[src/rtl/pipe_skid_reg_pkg.sv]
// Shared types and default sizing for the pipe_skid_reg stage.
// The state encoding doubles as the occupancy count.
package pipe_skid_reg_pkg;

    localparam int DEF_WIDTH = 72;
    localparam int DEF_CNT_W = 16;

    typedef enum logic [1:0] {
        EMPTY = 2'd0,
        ONE   = 2'd1,
        TWO   = 2'd2
    } state_e;

endpackage

[src/rtl/pipe_skid_reg_sat_counter.sv]
// Saturating up-counter with synchronous clear; sticks at all-ones.
module sat_counter #(
    parameter int W = 16
) (
    input  logic         clk,
    input  logic         rst,
    input  logic         clr,
    input  logic         inc,
    output logic [W-1:0] count
);

    logic [W-1:0] count_q;
    logic [W-1:0] count_d;

    // NOTE: give every always_comb output a default first so no path leaves it unassigned (no latch).
    always_comb begin
        count_d = count_q;
        if (clr) begin
            count_d = '0;
        end else if (inc && (count_q != {W{1'b1}})) begin
            count_d = count_q + W'(1);
        end
    end

    // NOTE: state flops use non-blocking assignments so every flop samples pre-edge values.
    always_ff @(posedge clk) begin
        if (rst) begin
            count_q <= '0;
        end else begin
            count_q <= count_d;
        end
    end

    assign count = count_q;

endmodule

[src/rtl/pipe_skid_reg.sv]
// Two-entry skid register: fully registered valid/ready/data in both directions,
// full throughput, plus a saturating count of back-pressured cycles.
module pipe_skid_reg
    import pipe_skid_reg_pkg::*;
#(
    parameter int WIDTH = DEF_WIDTH,
    parameter int CNT_W = DEF_CNT_W
) (
    input  logic             clk,
    input  logic             rst,
    input  logic             flush,
    input  logic             in_valid,
    output logic             in_ready,
    input  logic [WIDTH-1:0] in_data,
    output logic             out_valid,
    input  logic             out_ready,
    output logic [WIDTH-1:0] out_data,
    output logic [1:0]       occupancy,
    output logic [CNT_W-1:0] stall_cnt
);

    state_e           state_q, state_d;
    logic [WIDTH-1:0] main_q, main_d;
    logic [WIDTH-1:0] skid_q, skid_d;
    logic             in_ready_q, in_ready_d;
    logic             out_valid_q, out_valid_d;

    logic in_fire;
    logic out_fire;

    assign in_fire  = in_valid & in_ready_q;
    assign out_fire = out_valid_q & out_ready;

    always_comb begin
        state_d = state_q;
        main_d  = main_q;
        skid_d  = skid_q;

        case (state_q)
            EMPTY: begin
                if (in_fire) begin
                    main_d  = in_data;
                    state_d = ONE;
                end
            end
            ONE: begin
                if (in_fire && out_fire) begin
                    main_d = in_data;
                end else if (in_fire) begin
                    skid_d  = in_data;
                    state_d = TWO;
                end else if (out_fire) begin
                    state_d = EMPTY;
                end
            end
            TWO: begin
                if (out_fire) begin
                    main_d  = skid_q;
                    state_d = ONE;
                end
            end
            default: state_d = EMPTY;
        endcase

        // Flush overrides any transfer decided above, including a same-cycle in_fire.
        if (flush) begin
            state_d = EMPTY;
            main_d  = '0;
            skid_d  = '0;
        end
    end

    // Handshake outputs are registered copies of the next-state decode.
    always_comb begin
        out_valid_d = (state_d != EMPTY);
        in_ready_d  = (state_d != TWO);
    end

    // NOTE: payload registers are reset too, because out_data must read zero after rst.
    always_ff @(posedge clk) begin
        if (rst) begin
            state_q     <= EMPTY;
            main_q      <= '0;
            skid_q      <= '0;
            in_ready_q  <= 1'b1;
            out_valid_q <= 1'b0;
        end else begin
            state_q     <= state_d;
            main_q      <= main_d;
            skid_q      <= skid_d;
            in_ready_q  <= in_ready_d;
            out_valid_q <= out_valid_d;
        end
    end

    sat_counter #(
        .W(CNT_W)
    ) u_stall_cnt (
        .clk  (clk),
        .rst  (rst),
        .clr  (1'b0),
        .inc  (out_valid_q & ~out_ready),
        .count(stall_cnt)
    );

    assign in_ready  = in_ready_q;
    assign out_valid = out_valid_q;
    assign out_data  = main_q;
    assign occupancy = state_q;

endmodule
[config.mk]
export PLATFORM = sky130hd
export DESIGN_NAME = pipe_skid_reg
export DESIGN_NICKNAME = d
export VERILOG_FILES = /design/src/rtl/pipe_skid_reg_pkg.sv /design/src/rtl/pipe_skid_reg_sat_counter.sv /design/src/rtl/pipe_skid_reg.sv
export SDC_FILE = /design/constraint.sdc
export NUM_CORES = 1
export LEC_CHECK = 0
export CAP_MARGIN = 30
export CORE_AREA = 2 2 128 130
export DETAILED_ROUTE_END_ITERATION = 8
export DIE_AREA = 0 0 130 132
export PLACE_DENSITY = 0.7
export SLEW_MARGIN = 25
export SYNTH_ARGS = -nofsm -noshare
export SYNTH_HDL_FRONTEND = slang
export SYNTH_SLANG_ARGS = --single-unit
[constraint.sdc]
create_clock -name clk -period 2.4 [get_ports clk]
set_input_delay 0.24 -clock clk [delete_from_list [all_inputs] [get_ports clk]]
set_output_delay 0.24 -clock clk [all_outputs]
set_load 0.01 [all_outputs]
; Yosys cells after proc, flatten, opt, wreduce, memory -nomap -nowiden
; Cells that the tools add are included.
[totals]
latch_bits = 0
mem_count = 0
ram_bits = 0
input_bits = 77
out_inout_bits = 92
ff_bits = 164
word_cells = 38
romBits = 0
[op_classes]
magnitude_cmp = 0
mux = 11
eq_ne = 7
n_div = 0
mul = 0
bitwise = 5
reduce_logical = 8
n_addsub = 1
shifts = 0
[ops]
columns = op, n
row1 = two-way mux 72 bit, 3
row2 = one-hot mux 72 bit (3 select lines), 1
row3 = "adder 16 x 1 -> 16 bit, second input constant", 1
row4 = "!= test 16 bit, second input constant", 1
row5 = two-way mux 2 bit, 6
row6 = "!= test 2 bit, second input constant", 4
row7 = one-hot mux 2 bit (3 select lines), 1
row8 = AND reduction 4 bit, 1
row9 = AND 1 bit, 3
row10 = AND reduction 3 bit, 1
row11 = nonzero test 3 bit, 1
row12 = "== test 2 x 1 -> 1 bit, second input constant", 1
row13 = "== test 2 bit, second input constant", 1
row14 = logical AND 1 bit, 2
row15 = zero test 2 bit, 1
row16 = inverter 1 bit, 2
row17 = nonzero test 2 bit, 1
row18 = OR reduction 2 bit, 1

; Logic depth before layout (Yosys ltp)
; Gate-level depths: netlist of the first run.
[logic_depth]
ltp_word = 7
depth_mapped = 7
depth_no_buf = 5

; Cells and area by module
; Synthesis of the first run repeated with hierarchy kept, for this count alone.
[unflattened]
hier_cells = 791
hier_area_um2 = 8015.2
[modules_own_cells]
columns = module, area_per_inst_um2, seq_area_each_um2, cells_each, n_inst
row1 = pipe_skid_reg, 7098.1, 2962.8, 689, 1
row2 = sat_counter, 917.1, 320.3, 102, 1

; Worst setup path after synthesis of the first run
; OpenSTA, ideal clock, no wires.
[synth_timing]
kind = register to register
startpoint = register u_stall_cnt.count_q[0] (netlist: u_stall_cnt.count[0])
endpoint = register u_stall_cnt.count_q[9] (netlist: u_stall_cnt.count[9])
t_required_ns = 2.279
period_less_slack_ns = 1.702
n_path_buf = 1
path_stages_with_launch = 7
setup_slack_ns = 0.698
arrival_ns = 1.581
setup_ns = 0.121
cell_sequence = dfxtp_1 -> ha_1 -> nand3_1 -> nor4_1 -> buf_2 -> nor4b_1 -> mux2_2
[synth_between]
elab_chain_cells = 2
elab_cells_between_ends = 3
classes_between = 1 x add/sub / 1 x eq/ne / 1 x reduce/logical
[synth_lines]
columns = item, line
row1 = from (decl), pipe_skid_reg_sat_counter.sv:12  ; logic [W-1:0] count_q;
row2 = from (signal assigned), pipe_skid_reg_sat_counter.sv:30  ; count_q <= count_d;
row3 = branches (longest 2 deep; another with adder 16 x 1 -> 16 bit), n/a
; Several ways; the timed one is not identified.
; A chain may end at the register's enable or synchronous reset.

; Worst setup path after layout of the first run
[layout_timing]
startpoint = register u_stall_cnt.count_q[0] (netlist: u_stall_cnt.count[0])
endpoint = register u_stall_cnt.count_q[6] (netlist: u_stall_cnt.count[6])
; Same word-level chain as after synthesis.

==> qor.yml, run 1 <==
outcome:
  status: "finished clean"
yosys:
  syn_avg_cell_area_um2: 9.169
  synth-seq-cells: 164
  synth.distinct_cells: 44
  netlist_area_um2: 6932
  synth_edf_count: 0
  yosysWarnings: 0
  yosysSeqAreaShare_pct: 47.36
  syn-instance-count: 756
  synth_nets: 834
  async_flop_share_pct: 0
  synth_flop_cell: "dfxtp_1"
min_path:
  whs_path_depth: 3
  hold_class: "in -> reg"
cells_and_area:
  antenna_cells: 0
  areaGrowthSynthToFinish_pct: 35.78
  layout-drive-gt1-share_pct: 11.80
  nNetsFinal: 981
  nFillCells: 1366
  multiInputGateArea_um2: 3311
  regArea_um2: 3283
  final_core_util_pct: 59.90
  mostFrequentLayoutCell: "clkdlybuf4s50_1"
  final_cell_mix: "clkdlybuf4s50_1 (168), dfxtp_1 (164), nand2_1 (150)"
timing:
  slew_headroom_pct: 68.24
  drv_slew: 0
  setup_tns_ns: 0
  hold_viol_final: 0
  clock_skew_ns: 0.007015
  rsz0062_at_grt: "no"
  fmax_mhz: 533.8
  min_period_ns: 1.873
  period_share_pct: 78.05
  setup_viol: 0
  tightest_slew_ns: 0.4747
detailed_routing:
  route.vias.total: 5690
  dr.pass1.iters: 5
  drtIter0Drc: 293
  wire_per_inst_um: 14.23
  ant_nets: 0
  routed_wirelength_um: 16100
  drc: 0
  viasPerCell: 5.031
setup_path:
  crit_cells: 6
  end_kind: "flip-flop"
  r2r_cells: 6
  crit_type: "reg -> reg"
  arrival_ns: 2.18
  cp_slowest_cell: "dfxtp_1"
  max_stage_delay_ns: 0.41
  crit_buf_inv: 1
  cp_cell_sequence: "ha_1 -> nand3_1 -> nor4_2 -> buf_4 -> nor4_1 -> mux2_2"
  crit_family: "simple AND/OR/NAND/NOR gates"
  critical_path_required_ns: 2.71
  cp-start-kind: "flip-flop"
  path_max_fanout: 14
clock_network:
  cts_resized: 0
  cts_made_buffers: 17
  insertion_delay_ns: 0.42
  clockRootBuffer: "clkbuf_16"
  cts_buffer_depth: 2
  cts_num_sinks: 164
  cts_hold_buf: 0
  cts_setup_buffers: 0
  tritoncts: "yes"
  cts.reportedPaths.clkPinSlew_ns: 0.06
  htreeDepth: 4
placement:
  port_buffers: 168
  dp_hpwl_um: 10590
  gp_congestion: 0.7585
pwr:
  p_switching_mw: 1.452
  ir_drop_uv: 442.3
  p_seq_share_pct: 45.9
  p_leak_nw: 3.707
  powerDensity_nw_per_um2: 656.9
  swShare_pct: 23.49
  p_clk_share_pct: 42.6
  pwr-share-comb_pct: 11.5
  internal-power_mw: 4.730
floorplan:
  ios: 169
  start_util_pct: 44.12
  die_area_um2: 17160
  fp-row-count: 46
  fp.dieH_um: 132
  die_x_um: 130
  core-area_um2: 15710
global_route:
  antenna_found_initial: 0
  grt_max_degree: 48
  grt-ovfl-total: 0
  grt_pass1_vias: 5340
  grt_usage_pct: 18.79
  grt_pass1_wl_um: 26010
run:
  drv_cap: 0
[power groups by stage]
stage	combinational, mW	sequential [mW]	clock, mW
final	0.711	2.84	2.63
after global routing	0.772	2.85	2.81
after CTS	0.718	2.84	2.71
after detailed placement	0.715	2.90	0
after global placement	0.707	2.90	0
after floorplan	0.353	2.92	0
[cells by family (layout without fill, tap and decap cells)]
| logic type | count (synthesis) | after routing | synth area share, % |
|---|---|---|---|
| mux | 79 | 79 | 11.52 |
| flops | 164 | 164 | 47.36 |
| fa+ha+maj | 1 | 1 | 0.1805 |
| buf+inv | 62 | 221 | 5.162 |
| simple gates | 278 | 278 | 16.84 |
| compound gates | 172 | 172 | 18.94 |
[cell type report]
cell class                      count  share of cell area (%)
Clock buffer                       21                   4.892
Clock inverter                     10                   1.130
Inverter                            1                 0.03988
Multi-Input combinational cell    530                   35.18
Sequential cell                   164                   34.88
Tap cell                          216                   2.872
Timing Repair Buffer              189                   21.01
[synthesized netlist by cell type, types with 2 or more instances]
library cell / instances / area [µm²]
and2_1: 2 / 12.51
clkbuf_1: 26 / 97.59
nor2b_1: 6 / 37.54
nand3_1: 5 / 25.02
or4_1: 4 / 30.03
or3_1: 2 / 12.51
o21ai_0: 2 / 10.01
o21ba_2: 2 / 20.02
o31ai_1: 4 / 30.03
mux2i_1: 73 / 730.7
o31a_1: 2 / 17.52
nor2_1: 83 / 311.6
buf_4: 3 / 22.52
a21oi_1: 82 / 410.4
and3_1: 2 / 12.51
nand2_1: 151 / 566.8
and4_1: 2 / 17.52
a211oi_2: 40 / 500.5
a31o_2: 2 / 17.52
mux2_2: 6 / 67.56
nor4_1: 5 / 31.28
buf_6: 12 / 135.1
dfxtp_1: 164 / 3283
buf_2: 18 / 90.09
nand4_1: 5 / 31.28
nand2b_1: 4 / 25.02
a211oi_1: 32 / 240.2
[registers in the layout, summed over array words and instances (netlist names)]
| signal | count |
|---|---|
| out_valid | 1 |
| u_stall_cnt.count | 16 |
| out_data | 72 |
| in_ready | 1 |
| skid_q | 72 |
| occupancy | 2 |
[layer usage]
layer	part of all wire, %	vias up	routed length, µm	GRT usage (%)
li1	-	2922	-	-
met1	48	2628	7725	24.59
met3	4.8	16	780	5.601
met2	46	124	7392	29.87
met5	0	-	0	0
met4	1.2	0	198	5.615
[worst reg2reg max path: cells and delay by family, from the launching register on]
kind / cells / cell delay [ns]
adders and majority gates: 1 / 0.21
and+or+nand+nor: 3 / 0.62
DFF: 1 / 0.41
buffers and inverters: 1 / 0.24
muxes: 1 / 0.29
[per-stage QoR]
stage | hold slack, ns | worst slack (ns) | area, µm² | total power, mW | cells
after floorplan | 0.3760 | 0.6982 | 6932 | 3.273 | 756
after global placement | 0.4408 | 0.3480 | 8845 | 3.607 | 1100
after detailed placement | 0.4460 | 0.2972 | 8845 | 3.614 | 1100
after CTS | 0.3735 | 0.5240 | 9412 | 6.263 | 1131
after global routing | 0.3798 | 0.3412 | 9412 | 6.426 | 1131
final | 0.3913 | 0.5268 | 9412 | 6.182 | 1131
[path summary, 6_finish.rpt]
| check | startpoint | to | slack, ns |
|---|---|---|---|
| hold / removal | in_data[14] | skid_q[14]$_SDFFE_PP0P_ | 0.39 |
| setup reg to reg | u_stall_cnt.count[0]$_SDFFE_PP0P_ | u_stall_cnt.count[6]$_SDFFE_PP0P_ | 0.53 |
| hold reg to reg | skid_q[35]$_SDFFE_PP0P_ | skid_q[35]$_SDFFE_PP0P_ | 0.45 |
| setup / recovery | u_stall_cnt.count[0]$_SDFFE_PP0P_ | u_stall_cnt.count[6]$_SDFFE_PP0P_ | 0.53 |
Note: power is estimated with default switching activity, not from simulation.
==> run 2, diff against run 1 <==
Clock period 2.4 ns to 1.9 ns, I/O delays scaled along.
==> qor.yml, run 2 (synthesis gave the netlist of run 1 again) <==
global_route:
  met2_usage_pct: 30.25
  grt_usage_pct: 19.17
  use_met3_pct: 4.383
  grt_pass1_vias: 5270
  grt-ovfl-total: 0
  grt_use_met1_pct: 25.81
  antenna_found_initial: 0
  busiest_layer: "met2"
  grt_max_degree: 53
  grt_pass1_wl_um: 26440
setup_path:
  crit_type: "reg -> out"
  critical_path_required_ns: 1.71
  cp_slowest_cell: "clkdlybuf4s50_1"
  path_max_fanout: 8
  arrival_ns: 1.63
  crit_buf_inv: 1
  max_stage_delay_ns: 0.66
  cp-start-kind: "flip-flop"
  cp_cell_sequence: "clkdlybuf4s50_1"
  crit_family: "buffers and inverters"
  end_kind: "output pin"
detailed_routing:
  route.vias.total: 5743
  dr.pass1.iters: 4
  wire_per_inst_um: 14.41
  routed_wirelength_um: 16350
  ant_nets: 0
  drc: 0
  viasPerCell: 5.060
  drtIter0Drc: 307
placement:
  pre_cts_ws_ns: -0.04797
  gp_congestion: 0.7555
  port_buffers: 168
  dp_hpwl_um: 10850
timing:
  drv_slew: 0
  tightest_slew_ns: 0.3861
  finalWorstSetupSlack_ns: 0.08457
  period_share_pct: 95.55
  hold_viol_final: 0
  setup_viol: 0
  min_period_ns: 1.815
  fmax_mhz: 550.8
  slew_headroom_pct: 74.22
  clock_skew_ns: 0.006055
  rsz0062_at_grt: "no"
clock_network:
  cts_made_buffers: 17
  tritoncts: "yes"
  cts_num_sinks: 164
  cts.reportedPaths.clkPinSlew_ns: 0.06
  insertion_delay_ns: 0.42
  cts_buffer_depth: 2
  cts_hold_buf: 0
  cts_setup_buffers: 0
  clockRootBuffer: "clkbuf_16"
  htreeDepth: 4
  cts_resized: 0
floorplan:
  die_x_um: 130
  core-area_um2: 15710
  fp-row-count: 46
  ios: 169
  start_util_pct: 44.12
  die_area_um2: 17160
  fp.dieH_um: 132
pwr:
  ir_drop_uv: 603.3
  powerDensity_nw_per_um2: 838.6
  power_mw: 7.980
  p_leak_nw: 3.757
cells_and_area:
  areaGrowthSynthToFinish_pct: 37.29
  final_cell_mix: "clkdlybuf4s50_1 (168), dfxtp_1 (164), nand2_1 (150)"
  layout-drive-gt1-share_pct: 12.19
  mostFrequentLayoutCell: "clkdlybuf4s50_1"
  antenna_cells: 0
  nNetsFinal: 985
outcome:
  status: "finished clean"
run:
  drv_cap: 0
min_path:
  hold_class: "in -> reg"
[run 2: cell count changes in the layout (fill, tap and decap cells not counted), sizes merged]
cell    previous run  this run
inv                2         1
buf               21        25
bufinv             2         3
[run 2: power by group]
group	switching, mW	internal (mW)	total [mW]
logic	0.447	0.478	0.925
clock network	1.35	2.12	3.47
registers	0.0558	3.53	3.59
[run 2: final cells by class]
class	instances	area [µm²]
Multi-Input combinational cell	530	3311
Inverter	1	3.754
Clock buffer	21	460.4
Fill cell	1372	6196
Timing Repair Buffer	193	2057
Tap cell	216	270.3
Clock inverter	10	131.4
Sequential cell	164	3283
[run 2: metal layers]
| layer | up-vias | share of wire (%) |
|---|---|---|
| met5 | - | 0 |
| met4 | 0 | 1.7 |
| met3 | 20 | 4.6 |
| met2 | 124 | 47 |
| met1 | 2666 | 47 |
| li1 | 2933 | - |
[run 2: final timing paths]
| check | slack (ns) | end | depth (start not counted) | startpoint |
|---|---|---|---|---|
| max | 0.08 | occupancy[1] | 1 | occupancy[1]$_SDFF_PP0_ |
| min | 0.34 | skid_q[21]$_SDFFE_PP0P_ | 3 | in_data[21] |
| max reg2reg | 0.16 | u_stall_cnt.count[9]$_SDFFE_PP0P_ | 6 | u_stall_cnt.count[0]$_SDFFE_PP0P_ |
| min reg2reg | 0.45 | skid_q[55]$_SDFFE_PP0P_ | 2 | skid_q[55]$_SDFFE_PP0P_ |
[run 2: metrics by stage]
step | setup TNS (ns) | hold WS (ns) | instance area, µm² | util [%] | cells
floorplan | 0 | 0.3260 | 6932 | - | 756
global placement | -0.01563 | 0.4406 | 8925 | 56.80 | 1104
detailed placement | -0.1137 | 0.4458 | 8925 | 56.80 | 1104
CTS | 0 | 0.3301 | 9517 | 60.57 | 1135
global route | 0 | 0.3558 | 9517 | 60.57 | 1135
finish | 0 | 0.3423 | 9517 | 60.57 | 1135
[run 2: worst min-delay path: cells and delay by family]
kind / cells / cell delay, ns
AO/OA/AOI/OAI: 1 / 0.05
buffers and inverters: 1 / 0.41
AND/OR/NAND/NOR: 1 / 0.06
==> run 3, diff against run 2 <==
Settings changed: CAP_MARGIN 30 to not set, PLACE_DENSITY 0.7 to 0.72.
==> qor.yml, run 3 (synthesis gave the netlist of run 1 again) <==
outcome:
  status: "finished clean"
setup_path:
  regToRegSetupSlack_ns: 0.16
  cp_cell_sequence: "clkdlybuf4s50_1"
  crit_buf_inv: 1
  crit_type: "reg -> out"
  cp_slowest_cell: "clkdlybuf4s50_1"
  max_stage_delay_ns: 0.65
  cp-start-kind: "flip-flop"
  arrival_ns: 1.62
  crit_family: "buffers and inverters"
  critical_path_required_ns: 1.71
  r2r_start: "u_stall_cnt.count[9]$_SDFFE_PP0P_"
  r2r_cells: 5
  end_kind: "output pin"
  r2r-end: "u_stall_cnt.count[2]$_SDFFE_PP0P_"
  path_max_fanout: 8
timing:
  tightest_slew_ns: 0.5322
  rsz0062_at_grt: "no"
  hold_viol_final: 0
  slew_headroom_pct: 64.52
  setup_viol: 0
  fmax_mhz: 551.7
  drv_slew: 0
  clock_skew_ns: 0.005309
  period_share_pct: 95.39
  min_period_ns: 1.812
  finalWorstSetupSlack_ns: 0.08753
  setup_tns_ns: 0
min_path:
  worstHoldEndpoint: "skid_q[17]$_SDFFE_PP0P_"
  hold_class: "in -> reg"
  hp-start: "in_data[17]"
  whs_path_depth: 3
detailed_routing:
  wire_per_inst_um: 14.41
  routed_wirelength_um: 16430
  drc: 0
  viasPerCell: 5.072
  drtIter0Drc: 231
  dr.pass1.iters: 5
  route.vias.total: 5782
  ant_nets: 0
cells_and_area:
  final_cell_mix: "clkdlybuf4s50_1 (168), dfxtp_1 (164), nand2_1 (150)"
  mostFrequentLayoutCell: "clkdlybuf4s50_1"
  antenna_cells: 0
  final_core_util_pct: 60.53
  nNetsFinal: 989
  layout-drive-gt1-share_pct: 12.77
  areaGrowthSynthToFinish_pct: 37.20
global_route:
  grt_pass1_wl_um: 26710
  antenna_found_initial: 0
  grt_max_degree: 72
  grt_pass1_vias: 5331
  grt-ovfl-total: 0
  grt_usage_pct: 19.24
pwr:
  ir_drop_uv: 606.1
  power_mw: 7.957
  p_leak_nw: 3.753
  powerDensity_nw_per_um2: 836.7
clock_network:
  cts_buffer_depth: 2
  cts_num_sinks: 164
  cts_hold_buf: 0
  insertion_delay_ns: 0.42
  cts_resized: 0
  cts.reportedPaths.clkPinSlew_ns: 0.06
  clockRootBuffer: "clkbuf_16"
  tritoncts: "yes"
  cts_made_buffers: 17
  htreeDepth: 4
  cts_setup_buffers: 0
floorplan:
  die_area_um2: 17160
  fp-row-count: 46
  core-area_um2: 15710
  fp.dieH_um: 132
  die_x_um: 130
  ios: 169
  start_util_pct: 44.12
placement:
  dp_hpwl_um: 10880
  port_buffers: 168
  gp_congestion: 0.7683
  pre_cts_ws_ns: -0.01681
run:
  drv_cap: 0
==> run 3: cell count changes in the layout (fill, tap and decap cells not counted), sizes merged <==
cell      previous run  this run
buf                 25        29
bufinv               3         2
clkbuf              21        22
clkinv               6         2
clkinvlp             1         4
inv                  1         3
==> run 3: power breakdown <==
group / switching (mW) / total [mW] / internal, mW
Combinational: 0.447 / 0.912 / 0.465
Sequential: 0.0550 / 3.59 / 3.53
Clock: 1.37 / 3.46 / 2.08
==> run 3: metrics by stage <==
stage / hold WS (ns) / cells / instance area (µm²)
2_1_floorplan: 0.3260 / 756 / 6932
3_3_place_gp: 0.4402 / 1108 / 8905
3_5_place_dp: 0.4460 / 1108 / 8905
4_1_cts: 0.3291 / 1140 / 9510
5_1_grt: 0.3496 / 1140 / 9510
6_report: 0.3470 / 1140 / 9510
==> run 3: worst max-delay path by stage <==
stage | start | cells after the start | slack [ns] | end
after floorplan | u_stall_cnt.count[0]$_SDFFE_PP0P_ | 6 | 0.20 | u_stall_cnt.count[9]$_SDFFE_PP0P_
after global routing | u_stall_cnt.count[9]$_SDFFE_PP0P_ | 5 | 0.005 | u_stall_cnt.count[2]$_SDFFE_PP0P_
after global placement | out_ready | 6 | 0.04 | u_stall_cnt.count[15]$_SDFFE_PP0P_
final | occupancy[1]$_SDFF_PP0_ | 1 | 0.09 | occupancy[1]
after CTS | occupancy[1]$_SDFF_PP0_ | 1 | 0.06 | occupancy[1]
after detailed placement | out_ready | 7 | -0.02 | out_data[38]$_SDFFE_PP0P_
==> run 3: worst register-to-register path: stages, from the launching register on <==
cell and delay [ns]:
dfxtp_1 0.42, nand4_1 0.22, nor4_2 0.41, buf_4 0.24, nor3b_1 0.08, mux2_2 0.26
==> run 3: layout make-up <==
cell class | count | area, µm²
Sequential cell | 164 | 3283
Clock buffer | 22 | 484.2
Timing Repair Buffer | 197 | 2037
Clock inverter | 10 | 121.4
Fill cell | 1362 | 6202
Multi-Input combinational cell | 530 | 3311
Tap cell | 216 | 270.3
Inverter | 1 | 3.754
==> run 3: routing by layer <==
layer | part of all wire, % | GRT usage [%] | vias to the layer above | routed length (µm)
met5 | 0 | 0 | - | 0
met4 | 2.2 | 7.467 | 0 | 369
met3 | 4.3 | 3.815 | 24 | 703
met2 | 47 | 30.10 | 127 | 7698
li1 | - | - | 2948 | -
met1 | 47 | 26.07 | 2683 | 7658
